**config.mk**
```make
export PLATFORM = sky130hd
export DESIGN_NAME = voice_allocator
export DESIGN_NICKNAME = d
export VERILOG_FILES = /design/src/rtl/music_pkg.sv /design/src/rtl/voice_allocator_picker.sv /design/src/rtl/voice_allocator.sv
export SDC_FILE = /design/constraint.sdc
export NUM_CORES = 1
export LEC_CHECK = 0
export BUFFER_PORTS_ARGS = -buffer_cell sky130_fd_sc_hd__buf_2
export CAP_MARGIN = 20
export CORE_MARGIN = 2
export CORE_UTILIZATION = 55
export DETAILED_ROUTE_END_ITERATION = 8
export GPL_TIMING_DRIVEN = 0
export PLACE_DENSITY = 0.81
export SYNTH_ARGS = -nofsm -noshare
export SYNTH_HDL_FRONTEND = slang
export SYNTH_HIERARCHICAL = 1
export SYNTH_SLANG_ARGS = --single-unit
```
**constraint.sdc**
```tcl
create_clock -name clk -period 4.84 [get_ports clk]
set_input_delay 1.21 -clock clk [delete_from_list [all_inputs] [get_ports clk]]
set_output_delay 1.21 -clock clk [all_outputs]
set_load 0.02 [all_outputs]
```
**src/rtl/music_pkg.sv**
```systemverilog
// Shared constants and types for the music playback blocks.
//   NOTE_W_DEF / DUR_W_DEF / VOICES_DEF : default widths and voice count
//   REST_NOTE                           : note code that means "rest"
//   voice_state_e                       : per-voice IDLE/BUSY tracking state
//   ptr_width()                         : index width for an N-entry pointer (min 1)
package music_pkg;

  localparam int unsigned NOTE_W_DEF = 6;
  localparam int unsigned DUR_W_DEF  = 6;
  localparam int unsigned VOICES_DEF = 3;
  localparam int unsigned REST_NOTE  = 0;

  typedef enum logic {
    V_IDLE = 1'b0,
    V_BUSY = 1'b1
  } voice_state_e;

  function automatic int unsigned ptr_width(input int unsigned n);
    return (n > 1) ? $clog2(n) : 1;
  endfunction

endpackage

```
**src/rtl/voice_allocator_picker.sv**
```systemverilog
// rr_free_picker: combinational round-robin free-slot finder.
//   idle       : 1 = slot available
//   ptr        : slot to consider first (must be < N)
//   sel_onehot : one-hot of the first idle slot scanning ptr, ptr+1, ... mod N
//   sel_idx    : binary index of that slot
//   any_free   : at least one slot is idle (sel_* are zero otherwise)
module rr_free_picker
  import music_pkg::*;
#(
  parameter int unsigned N     = VOICES_DEF,
  parameter int unsigned PTR_W = ptr_width(N)
) (
  input  logic [N-1:0]     idle,
  input  logic [PTR_W-1:0] ptr,
  output logic [N-1:0]     sel_onehot,
  output logic [PTR_W-1:0] sel_idx,
  output logic             any_free
);

  logic [PTR_W-1:0] idx;

  always_comb begin
    sel_onehot = '0;
    sel_idx    = '0;
    any_free   = 1'b0;
    idx        = '0;
    for (int unsigned k = 0; k < N; k++) begin
      idx = PTR_W'((32'(ptr) + k) % N);
      if (!any_free && idle[idx]) begin
        any_free        = 1'b1;
        sel_onehot[idx] = 1'b1;
        sel_idx         = idx;
      end
    end
  end

endmodule

```
**src/rtl/voice_allocator.sv**
```systemverilog
// voice_allocator: hands note requests from the song reader to a bank of
// note_player voices, round-robin over the idle ones.
//   clk, reset (async, active-high), flush (sync clear)
//   play        : 1 = playing, 0 = paused (gates req_ready, voice_active, rest beats)
//   beat        : one-cycle beat strobe, counts down rests
//   req_valid/req_ready/req_note/req_dur : request handshake; note 0 is a rest
//   voice_done  : per-voice done pulses, return a voice to idle
//   voice_load  : one-hot, one-cycle load pulse, one cycle after the accept
//   voice_active: per-voice play enable (busy and playing)
//   notes_to_load / durs_to_load : per-voice slices, held until the voice is reloaded
//   all_idle    : no voice busy and no rest in progress
module voice_allocator
  import music_pkg::*;
#(
  parameter int unsigned VOICES = VOICES_DEF,
  parameter int unsigned NOTE_W = NOTE_W_DEF,
  parameter int unsigned DUR_W  = DUR_W_DEF
) (
  input  logic                       clk,
  input  logic                       reset,
  input  logic                       flush,
  input  logic                       play,
  input  logic                       beat,
  input  logic                       req_valid,
  input  logic [NOTE_W-1:0]          req_note,
  input  logic [DUR_W-1:0]           req_dur,
  output logic                       req_ready,
  input  logic [VOICES-1:0]          voice_done,
  output logic [VOICES-1:0]          voice_load,
  output logic [VOICES-1:0]          voice_active,
  output logic [VOICES*NOTE_W-1:0]   notes_to_load,
  output logic [VOICES*DUR_W-1:0]    durs_to_load,
  output logic                       all_idle
);

  localparam int unsigned PTR_W = ptr_width(VOICES);

  voice_state_e              state_q [VOICES];
  voice_state_e              state_d [VOICES];
  logic [PTR_W-1:0]          ptr_q, ptr_d;
  logic                      resting_q, resting_d;
  logic [DUR_W-1:0]          rest_cnt_q, rest_cnt_d;
  logic [VOICES-1:0]         load_q, load_d;
  logic [VOICES*NOTE_W-1:0]  notes_q, notes_d;
  logic [VOICES*DUR_W-1:0]   durs_q, durs_d;

  logic [VOICES-1:0]         busy;
  logic [VOICES-1:0]         idle;
  logic [VOICES-1:0]         sel_onehot;
  logic [PTR_W-1:0]          sel_idx;
  logic                      any_free;
  logic                      is_rest;
  logic                      accept;
  logic                      take_note;
  logic                      start_rest;

  always_comb begin
    busy = '0;
    for (int unsigned i = 0; i < VOICES; i++) begin
      busy[i] = (state_q[i] == V_BUSY);
    end
  end

  // A voice whose done pulse arrives this cycle is still BUSY in state_q,
  // so it is not offered to a same-cycle accept; it frees up next cycle.
  assign idle = ~busy;

  rr_free_picker #(
    .N     (VOICES),
    .PTR_W (PTR_W)
  ) u_picker (
    .idle       (idle),
    .ptr        (ptr_q),
    .sel_onehot (sel_onehot),
    .sel_idx    (sel_idx),
    .any_free   (any_free)
  );

  assign is_rest    = (req_note == NOTE_W'(REST_NOTE));
  assign req_ready  = play & ~resting_q & (any_free | is_rest);
  assign accept     = req_valid & req_ready;
  assign take_note  = accept & ~is_rest & (req_dur != '0);
  assign start_rest = accept & is_rest & (req_dur != '0);

  always_comb begin
    state_d    = state_q;
    ptr_d      = ptr_q;
    resting_d  = resting_q;
    rest_cnt_d = rest_cnt_q;
    load_d     = '0;
    notes_d    = notes_q;
    durs_d     = durs_q;

    for (int unsigned i = 0; i < VOICES; i++) begin
      if (voice_done[i]) begin
        state_d[i] = V_IDLE;
      end
    end

    // The selected voice is idle, so a done pulse on it cannot collide here.
    if (take_note) begin
      for (int unsigned i = 0; i < VOICES; i++) begin
        if (sel_onehot[i]) begin
          state_d[i]                 = V_BUSY;
          notes_d[i*NOTE_W +: NOTE_W] = req_note;
          durs_d[i*DUR_W +: DUR_W]    = req_dur;
        end
      end
      load_d = sel_onehot;
      if (sel_idx == PTR_W'(VOICES - 1)) begin
        ptr_d = '0;
      end else begin
        ptr_d = sel_idx + PTR_W'(1);
      end
    end

    // No accept is possible while resting, so the two branches never overlap.
    if (start_rest) begin
      resting_d  = 1'b1;
      rest_cnt_d = req_dur;
    end else if (resting_q && beat && play) begin
      rest_cnt_d = rest_cnt_q - DUR_W'(1);
      if (rest_cnt_q == DUR_W'(1)) begin
        resting_d = 1'b0;
      end
    end

    if (flush) begin
      for (int unsigned i = 0; i < VOICES; i++) begin
        state_d[i] = V_IDLE;
      end
      ptr_d      = '0;
      resting_d  = 1'b0;
      rest_cnt_d = '0;
      load_d     = '0;
      notes_d    = '0;
      durs_d     = '0;
    end
  end

  always_ff @(posedge clk or posedge reset) begin
    if (reset) begin
      for (int unsigned i = 0; i < VOICES; i++) begin
        state_q[i] <= V_IDLE;
      end
      ptr_q      <= '0;
      resting_q  <= 1'b0;
      rest_cnt_q <= '0;
      load_q     <= '0;
      notes_q    <= '0;
      durs_q     <= '0;
    end else begin
      for (int unsigned i = 0; i < VOICES; i++) begin
        state_q[i] <= state_d[i];
      end
      ptr_q      <= ptr_d;
      resting_q  <= resting_d;
      rest_cnt_q <= rest_cnt_d;
      load_q     <= load_d;
      notes_q    <= notes_d;
      durs_q     <= durs_d;
    end
  end

  assign voice_load    = load_q;
  assign voice_active  = busy & {VOICES{play}};
  assign notes_to_load = notes_q;
  assign durs_to_load  = durs_q;
  assign all_idle      = ~|busy & ~resting_q;

endmodule

```
* Word level (Yosys, flattened, before mapping)
Cells that the tools add are included.
Cells by class: equal/unequal tests 2, mux-type cells 51, $add $sub $neg 4, bitwise logic cells 15, magnitude comparators 6, reduce and logical (&&, ||, !) cells 23, div/mod/pow operators 3
Operators with widths (number):
- $mux W18 | 4
- $mod A32 B2 Y32 const B | 2
- $mux W6 | 9
- $mod A2 B2 Y32 const B | 1
- $mux W3 | 7
- $mux W1 | 19
- $mux W2 | 6
- $lt A2 B3 Y1 const B | 3
- $and A1 B1 Y1 | 8
- $reduce_and A2 Y1 | 4
- $reduce_bool A2 Y1 | 4
- $logic_and A1 B1 Y1 | 7
- $bmux W1 S2 | 3
- $demux W1 S2 | 3
- $eq A6 B1 Y1 const B | 1
- $ge A2 B1 Y1 const B | 3
- $logic_not A6 Y1 | 1
- $or A3 B3 Y3 | 2
- $reduce_bool A3 Y1 | 2
- $reduce_bool A6 Y1 | 1
- $sub A6 B1 Y6 const B | 1
- $add A2 B1 Y3 const B | 1
- $add A2 B2 Y3 const B | 1
- $and A3 B3 Y3 | 1
- other kinds (7) | 10
Word-level totals: flip-flop bits (word level) 51, word-level logic and storage cells 117

* Logic depth before layout (Yosys ltp)
Gate-level depths: netlist (run 1).
depth after elaboration 17, mapped depth 13, gate-level depth less buffers 10

* Hierarchy
The synthesis (run 1) kept the hierarchy.
By module, submodules not included:
- voice_allocator | cells each 223, times used 1, area an instance 2499.9 um2
- rr_free_picker | cells each 53, times used 1, area an instance 347.8 um2

* Worst setup path before layout (run 1)
Ideal clock, no wire load.
path type input port to output port, from input req_note[2], to output req_ready, stages on the path 3, setup slack 1712 ps, data arrival time 1918 ps, cell sequence nor4_4 a21oi_1 nor2_1
On the way: cells in the longest elaborated chain, start to end 3
Ends and longest elaborated chain:
- start: declaration | RTL line voice_allocator.sv:25 | input logic [NOTE_W-1:0] req_note,
- $logic_not A6 Y1 | RTL line voice_allocator.sv:79 | assign is_rest = (req_note == NOTE_W'(REST_NOTE));
- $or A1 B1 Y1 | RTL line voice_allocator.sv:80 | assign req_ready = play & ~resting_q & (any_free | is_rest);
- $and A1 B1 Y1 | RTL line voice_allocator.sv:80
- end: declaration | RTL line voice_allocator.sv:27 | output logic req_ready,
No other way between the ends.

* Worst setup path after layout (run 1)
from register ptr_q[0], to output req_ready
On the way: cells in the longest elaborated chain, start to end 12, elaborated cells on any way between the ends 20, classes of those cells 2 x add/sub; 3 x div; 9 x mux; 2 x bitwise; 4 x reduce/logical
Ends and longest elaborated chain:
- start: declaration | RTL line voice_allocator.sv:40 | logic [PTR_W-1:0] ptr_q, ptr_d;
- start signal: assignment | RTL line voice_allocator.sv:156 | ptr_q <= ptr_d;
- branches (longest 9 deep; another with $mod A32 B2 Y32)
- $mux W1 (*) | RTL line voice_allocator_picker.sv:29 | if (!any_free && idle[idx]) begin
- via any_free | RTL line voice_allocator.sv:51 | logic any_free;
- $or A1 B1 Y1 (*) | RTL line voice_allocator.sv:80
- $and A1 B1 Y1 (*) | RTL line voice_allocator.sv:80
Mark *: on every way through the listed nets, which the timed path passes. The select of a mux whose other input is x is not followed.

==> results.tsv, run 1 <==
metric	value	unit
status	finished, final reports clean	
area_growth	18.06	%
synthSimpleGateAreaFrac	22.54	%
combPwrFrac	20.5	%
die_w	75.96	um
clock_sinks	51	
p_per_area	265.1	nW/um^2
p_leak	0.001750	uW
synthFlopType	dfrtp_1	
wire_per_inst	15.43	um
fin_skew	0.007039	ns
async_flop_share	100.0	%
fin_util	66.67	%
sw_frac_of_total	29.52	%
gp_congestion	0.8369	
yosys-top-cells-area	dfrtp_1 45%, mux2i_1 13%, nand2b_1 12%	
vias	2241	
insertion_delay	0.30	ns
drt_first_pass_iters	4	
seqPwrFrac	50.6	%
fmax	0.2958	GHz
power.total	891.3	uW
endpoint_kind	primary output	
worstPathMaxFanout	8	
maxSlewHeadroom	67.86	%
fp.coreArea	5042	um^2
ys_seq_area_share	44.82	%
cts.htree.levels	2	
n_fill_cell	406	
multiInputGateArea	1426	um^2
setup_tns	0	ns
synth_top_area_share	44.82	%
synth_warnings	6	
drv_cap	0	
vias_per_cell	5.374	
layout.area.seq	1276	um^2
synthMuxAreaShare	13.84	%
hold_buffers	0	
num_io_pins	65	
wl	6433	um
cts_resized	0	
fp-row-count	26	
synth_edf_count	0	
netlist_area	2848	um^2
synthesis.instances	276	
startpoint_type	flip-flop	
synth-seq-cells	51	
fin_crit_sh	69.86	%
cts.clk_slew.worst_paths	0.10	ns
grt_start_max_net_pins	40	
grt_first_pass_wirelength	10860	um
synth_fp_nets	303	
hp-class	flip-flop to flip-flop	
worst_pin_slew	0.4821	ns
setup_violations	0	
synth_compound_area_share	9.534	%
p_int	628.1	uW
synth_fa_ha_area_share	2.636	%
grt-ovfl-total	0	
period_needed	3.381	ns
die_area	5769	um^2
diodes	0	
drtIter0Drc	145	
grtUsageTotal	23.35	%
port_buffers	63	
arrival	2.17	ns
post_cts_buffers	0	
peakVddDrop	0.0002089	V
dp_hpwl	4796	um
worst-endpoint-required	3.63	ns
ant_nets	0	
synth.largest_area_cell	dfrtp_1	
ys_types	47	
final_layout_size_suffix_gt1_share	26.51	%
start_util	56.48	%
slew_violations	0	
root_buffer	clkbuf_8	
cts_buffers	5	
first_global_vias	2224	
hold_viol_final	0	
clockBufferDepth	2	
netSwitchingPower	263.1	uW
route.detailed.drc	0	
rsz0062_at_grt	no	
path_class	flip-flop to primary output	
die_h	75.96	um
avgSynthCellArea	10.32	um^2
grt_antenna_before_repair	0	
cts_tree	built	
layout.nets	374	
clkPwrFrac	28.9	%
synth_top_family_by_area	simple AND/OR/NAND/NOR gates	
synth_xor_area_share	1.538	%
[power groups by stage]
stage	sequential [uW]	combinational [uW]	clock [uW]
after CTS	451	184	261
after floorplan	475	111	0
after detailed placement	459	183	0
final	451	183	258
after global routing	453	201	276
after global placement	459	177	0
[cell usage in the layout, fill, tap and decap left out, types with 2 or more instances in the layout]
cell,Yosys,final
a211o_1,2,2
a211oi_1,3,3
a21oi_1,11,11
a21oi_2,2,2
a31o_2,2,2
a31oi_1,2,2
and2_1,3,3
and3_1,3,3
buf_2,0,63
buf_4,3,3
buf_6,3,3
clkbuf_1,8,8
clkbuf_2,2,2
clkbuf_8,0,6
dfrtp_1,51,51
ha_1,6,6
inv_1,13,12
mux2i_1,38,38
nand2_1,15,15
nand2b_1,55,55
nand3_1,3,3
nand3_2,2,2
nand4_1,2,2
nor2_1,12,12
nor2b_1,2,2
nor3_1,3,3
nor4_1,2,2
o21ai_0,2,2
o21bai_1,2,2
or3_1,2,2
xnor2_1,3,3
xor2_1,2,2
[cell usage after synthesis (3+ instances only)]
cell type / n
and3_1: 3
nand2b_1: 55
dfrtp_1: 51
a211oi_1: 3
mux2i_1: 38
xnor2_1: 3
nor3_1: 3
clkbuf_1: 8
ha_1: 6
a21oi_1: 11
buf_6: 3
nand3_1: 3
and2_1: 3
inv_1: 13
nand2_1: 15
buf_4: 3
nor2_1: 12
[worst paths after layout]
path	cells after the start	slack [ns]	start	to
max	8	1.46	ptr_q[0]	req_ready
min	2	0.55	durs_to_load[1]	durs_to_load[1]
max reg2reg	13	2.28	ptr_q[1]	notes_to_load[17]
min reg2reg	2	0.55	durs_to_load[1]	durs_to_load[1]
max in group asynchronous	3	3.48	reset	durs_to_load[13]
min in group asynchronous	2	0.85	reset	voice_load[2]
[flip-flops by register name, indices dropped and copies added (netlist names)]
signal and count:
durs_to_load 18, notes_to_load 18, resting_q 1, busy 3, voice_load 3, ptr_q 2, rest_cnt_q 6
[final cells by class]
type                            instances  area share (%)
Inverter                               13           1.451
Tap cell                               70           2.605
Buffer                                 16           2.866
Timing Repair Buffer                   64           9.974
Clock inverter                          1          0.2605
Sequential cell                        51           37.96
Clock buffer                            6           2.456
Multi-Input combinational cell        196           42.43
[logic make-up (layout without fill, tap and decap cells)]
group / after synthesis / in the layout
and+or+nand+nor: 109 / 109
DFF: 51 / 51
muxes: 39 / 39
AOI/OAI and AO/OA: 37 / 37
buffers and inverters: 29 / 100
adders and majority gates: 6 / 6
xor gates and xnor gates: 5 / 5
[per-layer routing]
layer | up-vias | global-route usage (%) | part of all wire [%]
li1 | 1086 | - | -
met1 | 1083 | 30.67 | 45
met2 | 66 | 39.38 | 48
met3 | 6 | 5.714 | 5.9
met4 | 0 | 5.455 | 0.82
met5 | - | 0 | 0
[critical path, cell delays in order (launching register included)]
cell,delay [ns]
dfrtp_1,0.42
inv_1,0.09
ha_1,0.32
nand2_1,0.12
a211oi_1,0.31
o21ai_0,0.20
a21oi_1,0.18
nor2_1,0.07
buf_2,0.16
[stage by stage]
step | area, um^2 | setup slack, ns | hold WS (ns) | std cells
floorplan | 2848 | 1.712 | 0.5411 | 276
global placement | 3251 | 1.473 | 0.5262 | 409
detailed placement | 3271 | 1.500 | 0.5337 | 410
CTS | 3362 | 1.497 | 0.5513 | 417
global route | 3362 | 1.326 | 0.5637 | 417
finish | 3362 | 1.459 | 0.5479 | 417
(Power assumes the default switching activity.)
==> run 2: changes to the inputs <==
--- a/config.mk
+++ b/config.mk
@@ -8,10 +8,10 @@
 export BUFFER_PORTS_ARGS = -buffer_cell sky130_fd_sc_hd__buf_2
 export CAP_MARGIN = 20
 export CORE_MARGIN = 2
-export CORE_UTILIZATION = 55
+export CORE_UTILIZATION = 49
 export DETAILED_ROUTE_END_ITERATION = 8
 export GPL_TIMING_DRIVEN = 0
-export PLACE_DENSITY = 0.81
+export PLACE_DENSITY = 0.76
 export SYNTH_ARGS = -nofsm -noshare
 export SYNTH_HDL_FRONTEND = slang
 export SYNTH_HIERARCHICAL = 1
==> constraint.sdc (replaced) <==
create_clock -name clk -period 2.75 [get_ports clk]
set_input_delay 0.6875 -clock clk [delete_from_list [all_inputs] [get_ports clk]]
set_output_delay 0.6875 -clock clk [all_outputs]
set_load 0.02 [all_outputs]
==> run 2 against run 1 <==
Compared with the run above: critical path depth unchanged; sequential share of layout area decreased by 1.3 points; power increased by 100%; critical path type unchanged.
==> results.tsv, run 2 (same netlist as run 1, synthesis figures left out) <==
metric	value	unit	change
path_class	flip-flop to primary output		
grt_antenna_before_repair	0		unchanged
status	finished, final reports clean		
p_per_area	510.2	nW/um^2	+92%
fmax	0.3714	GHz	
vias_per_cell	5.313		-1.1%
worst_pin_slew	0.5062	ns	+0.02411 ns
r2r-start	ptr_q[0]		
period_needed	2.692	ns	
grt-ovfl-total	0		unchanged
startpoint	ptr_q[0]		
arrival	2.00	ns	-0.17 ns
drtIter0Drc	130		-10%
r2r_setup_slack	0.34	ns	-1.94 ns
slew_violations	0		unchanged
fin_crit_sh	97.91	%	
clock_sinks	51		unchanged
fp-row-count	27		+3.8%
fin_util	62.54	%	-4.1 points
startpoint_type	flip-flop		
endpoint_kind	primary output		
area_growth	22.41	%	
grtUsageTotal	21.59	%	-1.8 points
hp-class	input pin to async pin		
gp_congestion	0.7792		-6.9%
cts.htree.levels	2		unchanged
hold_viol_final	0		unchanged
insertion_delay	0.31	ns	about the same
layout.nets	379		+1.3%
setup_violations	0		unchanged
wire_per_inst	15.36	um	-0.46%
die_h	80.24	um	+5.6%
final_layout_size_suffix_gt1_share	30.03	%	+3.5 points
vias	2258		+0.76%
port_buffers	63		unchanged
route.detailed.drc	0		unchanged
place_inst	412		+0.49%
reg2reg_depth	11		-2
diodes	0		unchanged
root_buffer	clkbuf_8		
worst-endpoint-required	2.06	ns	-1.57 ns
cts.clk_slew.worst_paths	0.10	ns	about the same
layout_common_cells	62 x buf_2, 54 x nand2b_1, 51 x dfrtp_1		
drv_cap	0		unchanged
die_area	6438	um^2	+12%
crit_path_end	req_ready		
peakVddDrop	0.0003859	V	+85%
p_leak	0.001799	uW	+2.8%
num_io_pins	65		unchanged
maxSlewHeadroom	66.26	%	-1.6 points
n_fill_cell	474		+17%
fp.coreArea	5574	um^2	+11%
grt_first_pass_wirelength	10700	um	-1.5%
layout.cells.most_common	buf_2		
clockBufferDepth	2		unchanged
dp_hpwl	4788	um	-0.16%
r2r-end	durs_to_load[15]		
cts_buffers	5		unchanged
die_w	80.24	um	+5.6%
grt_start_max_net_pins	40		unchanged
ant_nets	0		unchanged
start_util	51.09	%	-5.4 points
stdcell_count	425		+1.9%
fin_skew	0.006142	ns	-0.0008972 ns
drt_first_pass_iters	4		unchanged
wl	6526	um	+1.4%
cts_tree	built		
first_global_vias	2162		-2.8%
worstPathMaxFanout	8		unchanged
hold_buffers	0		unchanged
## run 2: power breakdown
part	internal, uW	switching (uW)	total (uW)
combinational	141	203	345
sequential	777	16.9	794
clock	370	270	640
total	1290	490	1780
## run 2: area by class of cell
type	instances	area, um^2	share of cell area, %
buffer	15	91.34	2.620
clock buffer	5	68.82	1.974
clock inverter	3	71.32	2.046
inverter	13	48.80	1.400
multi-input combinational	196	1456	41.78
sequential	51	1276	36.61
tap	72	90.09	2.584
timing repair buffer	70	382.9	10.98
## run 2: worst min path at each step
stage | end | slack, ns | cells past startpoint
finish | voice_load[2] | 0.31 | 2
global route | notes_to_load[3] | 0.33 | 2
CTS | notes_to_load[9] | 0.32 | 2
detailed placement | notes_to_load[17] | 0.53 | 2
global placement | notes_to_load[12] | 0.53 | 2
floorplan | busy[0] | 0.54 | 2
## run 2: what timing repair did
item,in CTS,in global routing
endpoints found under the setup margin,1,1
pin swaps,1,3
hold endpoints to repair,0,0
setup buffers,1,5
resized for setup,6,5
## run 2: per-layer routing
| metal | vias up | track usage (%) | part of all wire, % |
|---|---|---|---|
| met1 | 1084 | 30.51 | 46 |
| met4 | 0 | 6.949 | 0.80 |
| met3 | 6 | 4.719 | 5.8 |
| li1 | 1099 | - | - |
| met2 | 69 | 33.08 | 47 |
| met5 | - | 0 | 0 |
## run 2: metrics by stage
| step | hold WS (ns) | setup TNS (ns) | area, um^2 | power (uW) | setup WS [ns] |
|---|---|---|---|---|---|
| floorplan | 0.5411 | 0 | 2848 | 1032 | 0.4901 |
| global placement | 0.5257 | 0 | 3253 | 1120 | 0.1782 |
| detailed placement | 0.5258 | 0 | 3273 | 1131 | 0.1955 |
| CTS | 0.3177 | 0 | 3443 | 1777 | 0.002772 |
| global route | 0.3271 | -0.009255 | 3486 | 1854 | -0.009255 |
| finish | 0.3130 | 0 | 3486 | 1778 | 0.05761 |
## run 2: critical path: stages (launching register included)
cell and delay [ns]:
dfrtp_1 0.43, ha_2 0.20, buf_6 0.13, mux2i_4 0.19
o22a_4 0.27, o21ai_2 0.07, a21oi_1 0.07, nor2_1 0.16
buf_4 0.17
==> run 3: changes to the inputs <==
--- a/config.mk
+++ b/config.mk
@@ -8,10 +8,10 @@
 export BUFFER_PORTS_ARGS = -buffer_cell sky130_fd_sc_hd__buf_2
 export CAP_MARGIN = 20
 export CORE_MARGIN = 2
-export CORE_UTILIZATION = 49
+export CORE_UTILIZATION = 45
 export DETAILED_ROUTE_END_ITERATION = 8
 export GPL_TIMING_DRIVEN = 0
-export PLACE_DENSITY = 0.76
+export PLACE_DENSITY = 0.71
 export SYNTH_ARGS = -nofsm -noshare
 export SYNTH_HDL_FRONTEND = slang
 export SYNTH_HIERARCHICAL = 1
==> constraint.sdc (replaced) <==
create_clock -name clk -period 2.75 [get_ports clk]
set_input_delay 0.275 -clock clk [delete_from_list [all_inputs] [get_ports clk]]
set_output_delay 0.275 -clock clk [all_outputs]
set_load 0.02 [all_outputs]
==> run 3 against run 2 <==
Compared with the run above: worst hold slack worse by 0.095 ns; final cell count is 0.24% lower; critical path depth is 5 higher; sequential power hardly changed; via count is 1.3% lower; worst setup slack better by 0.15 ns; combinational power is 5% lower; critical endpoint is now notes_to_load[17]; sequential share of layout area is 0.90 points higher; clock power is 14% lower; sequential cell count stayed put; die area is 8.4% higher.
==> results.tsv, run 3 (same netlist as run 1, synthesis figures left out) <==
metric	value	unit	change
grt_start_max_net_pins	43		+7.5%
final_area	3402	um^2	-2.4%
r2r-start	ptr_q[1]		
setup_violations	0		unchanged
gp_congestion	0.8560		+9.9%
stdcell_count	424		-0.24%
port_buffers	63		unchanged
grt_first_pass_wirelength	11040	um	+3.2%
ant_nets	0		unchanged
die_h	83.55	um	+4.1%
drv_cap	0		unchanged
grt-ovfl-total	0		unchanged
layout.nets	375		-1.1%
worst-endpoint-required	2.99	ns	+0.93 ns
setup_tns	0	ns	unchanged
peakVddDrop	0.0003420	V	-11%
layout_common_cells	63 x buf_2, 55 x nand2b_1, 51 x dfrtp_1		
place_area	3277	um^2	+0.11%
fp.coreArea	6026	um^2	+8.1%
period_needed	2.538	ns	-0.1540 ns
maxUsedRoutingLayer	met4		
drtIter0Drc	146		+12%
clock_sinks	51		unchanged
grt_antenna_before_repair	0		unchanged
combPwrFrac	19.6	%	+0.2 points
clkPwrFrac	32.8	%	-3.2 points
slew_violations	0		unchanged
drt_first_pass_iters	5		+1
worst_pin_slew	0.5024	ns	-0.003803 ns
grtUsageTotal	19.41	%	-2.2 points
p_leak	0.001761	uW	-2.1%
status	finished, final reports clean		
cts.htree.levels	2		unchanged
reg2reg_depth	13		+2
root_buffer	clkbuf_8		
pre_cts_ws	0.1926	ns	-0.002918 ns
r2r-end	notes_to_load[17]		
die_area	6981	um^2	+8.4%
vias_per_cell	5.257		-1.1%
maxSlewHeadroom	66.51	%	+0.25 points
endpoint_kind	flip-flop		
rsz0062_at_grt	no		
worstPathMaxFanout	10		+2
hold_viol_final	0		unchanged
route.detailed.drc	0		unchanged
clockBufferDepth	2		unchanged
final_layout_size_suffix_gt1_share	26.65	%	-3.4 points
diodes	0		unchanged
startpoint_type	flip-flop		
seqPwrFrac	47.6	%	+3.0 points
dr_wl_met3	399	um	+5.0%
wl	6647	um	+1.9%
crit_path_end	notes_to_load[17]		
netSwitchingPower	491.5	uW	+0.21%
r2r_setup_slack	0.21	ns	-0.13 ns
fp-row-count	28		+3.7%
p_per_area	490.8	nW/um^2	-3.8%
start_util	47.26	%	-3.8 points
fin_crit_sh	92.31	%	-5.6 points
cts.clk_slew.worst_paths	0.10	ns	about the same
p_int	1178	uW	-8.5%
dp_hpwl	4794	um	+0.12%
place_inst	415		+0.73%
arrival	2.78	ns	+0.78 ns
startpoint	ptr_q[1]		
fmax	0.3939	GHz	+6.1%
cts_buffers	5		unchanged
vias	2229		-1.3%
sw_frac_of_total	29.44	%	+1.9 points
path_class	flip-flop to flip-flop		
drt-met1-wl	3151	um	+5.2%
first_global_vias	2224		+2.9%
fin_ws	0.2116	ns	+0.1540 ns
whs	0.2175	ns	-0.09547 ns
hp-class	input pin to flip-flop		
fin_skew	0.005671	ns	-0.0004707 ns
num_io_pins	65		unchanged
layout.cells.most_common	buf_2		
cts_resized	0		-6
insertion_delay	0.31	ns	about the same
wire_per_inst	15.68	um	+2.1%
die_w	83.55	um	+4.1%
area_growth	19.46	%	
met2_length	3039	um	-1.9%
cts_tree	built		
run 3: cell types whose count changed in the layout (fill, tap and decap cells not counted), sizes merged:
cell,change
bufinv,-1
buf,-6
clkinvlp,+1
dlygate4sd3,+1
clkbuf,+1
run 3: area by class of cell:
cell class | instances | area (um^2)
buffer | 16 | 96.34
clock buffer | 5 | 68.82
clock inverter | 3 | 46.29
fill | 538 | 2624
inverter | 13 | 48.80
multi-input combinational | 196 | 1426
sequential | 51 | 1276
tap | 75 | 93.84
timing repair buffer | 65 | 345.3
run 3: per-layer routing:
metal	global-route usage, %	up-vias
met3	4.154	7
li1	-	1078
met5	0	-
met1	26.78	1067
met4	3.959	0
met2	31.82	77
run 3: power groups by stage:
stage / clock network, uW / registers, uW / logic [uW]
after floorplan: 0 / 836 / 196
after global placement: 0 / 808 / 315
after detailed placement: 0 / 809 / 324
after CTS: 554 / 794 / 326
after global routing: 592 / 799 / 354
final: 548 / 794 / 327
run 3: worst min path at each step:
stage,startpoint,endpoint,depth (start not counted)
global placement,notes_to_load[15],notes_to_load[15],2
global route,voice_done[0],busy[0],3
floorplan,voice_done[0],busy[0],2
CTS,voice_done[1],busy[1],3
detailed placement,reset,notes_to_load[1],2
finish,voice_done[1],busy[1],3
run 3: stage by stage:
stage,utilization [%],total power [uW]
after floorplan,-,1032
after global placement,54.05,1123
after detailed placement,54.38,1133
after CTS,56.46,1675
after global routing,56.46,1744
final,56.46,1670
run 3: repair_timing:
action                                 4_1_cts  5_1_grt
buffers inserted                             0        0
hold buffers                                 1        0
endpoints found under the hold margin        9        0
run 3: critical path, cell delays in order, from the launching register on:
cell	delay [ns]
dfrtp_1	0.42
inv_1	0.08
ha_1	0.20
buf_6	0.14
nand2b_1	0.19
nand2_1	0.12
nor2_1	0.04
o21ai_0	0.22
nand2_1	0.09
a21oi_2	0.24
and3_1	0.21
buf_6	0.13
buf_6	0.18
mux2i_1	0.21
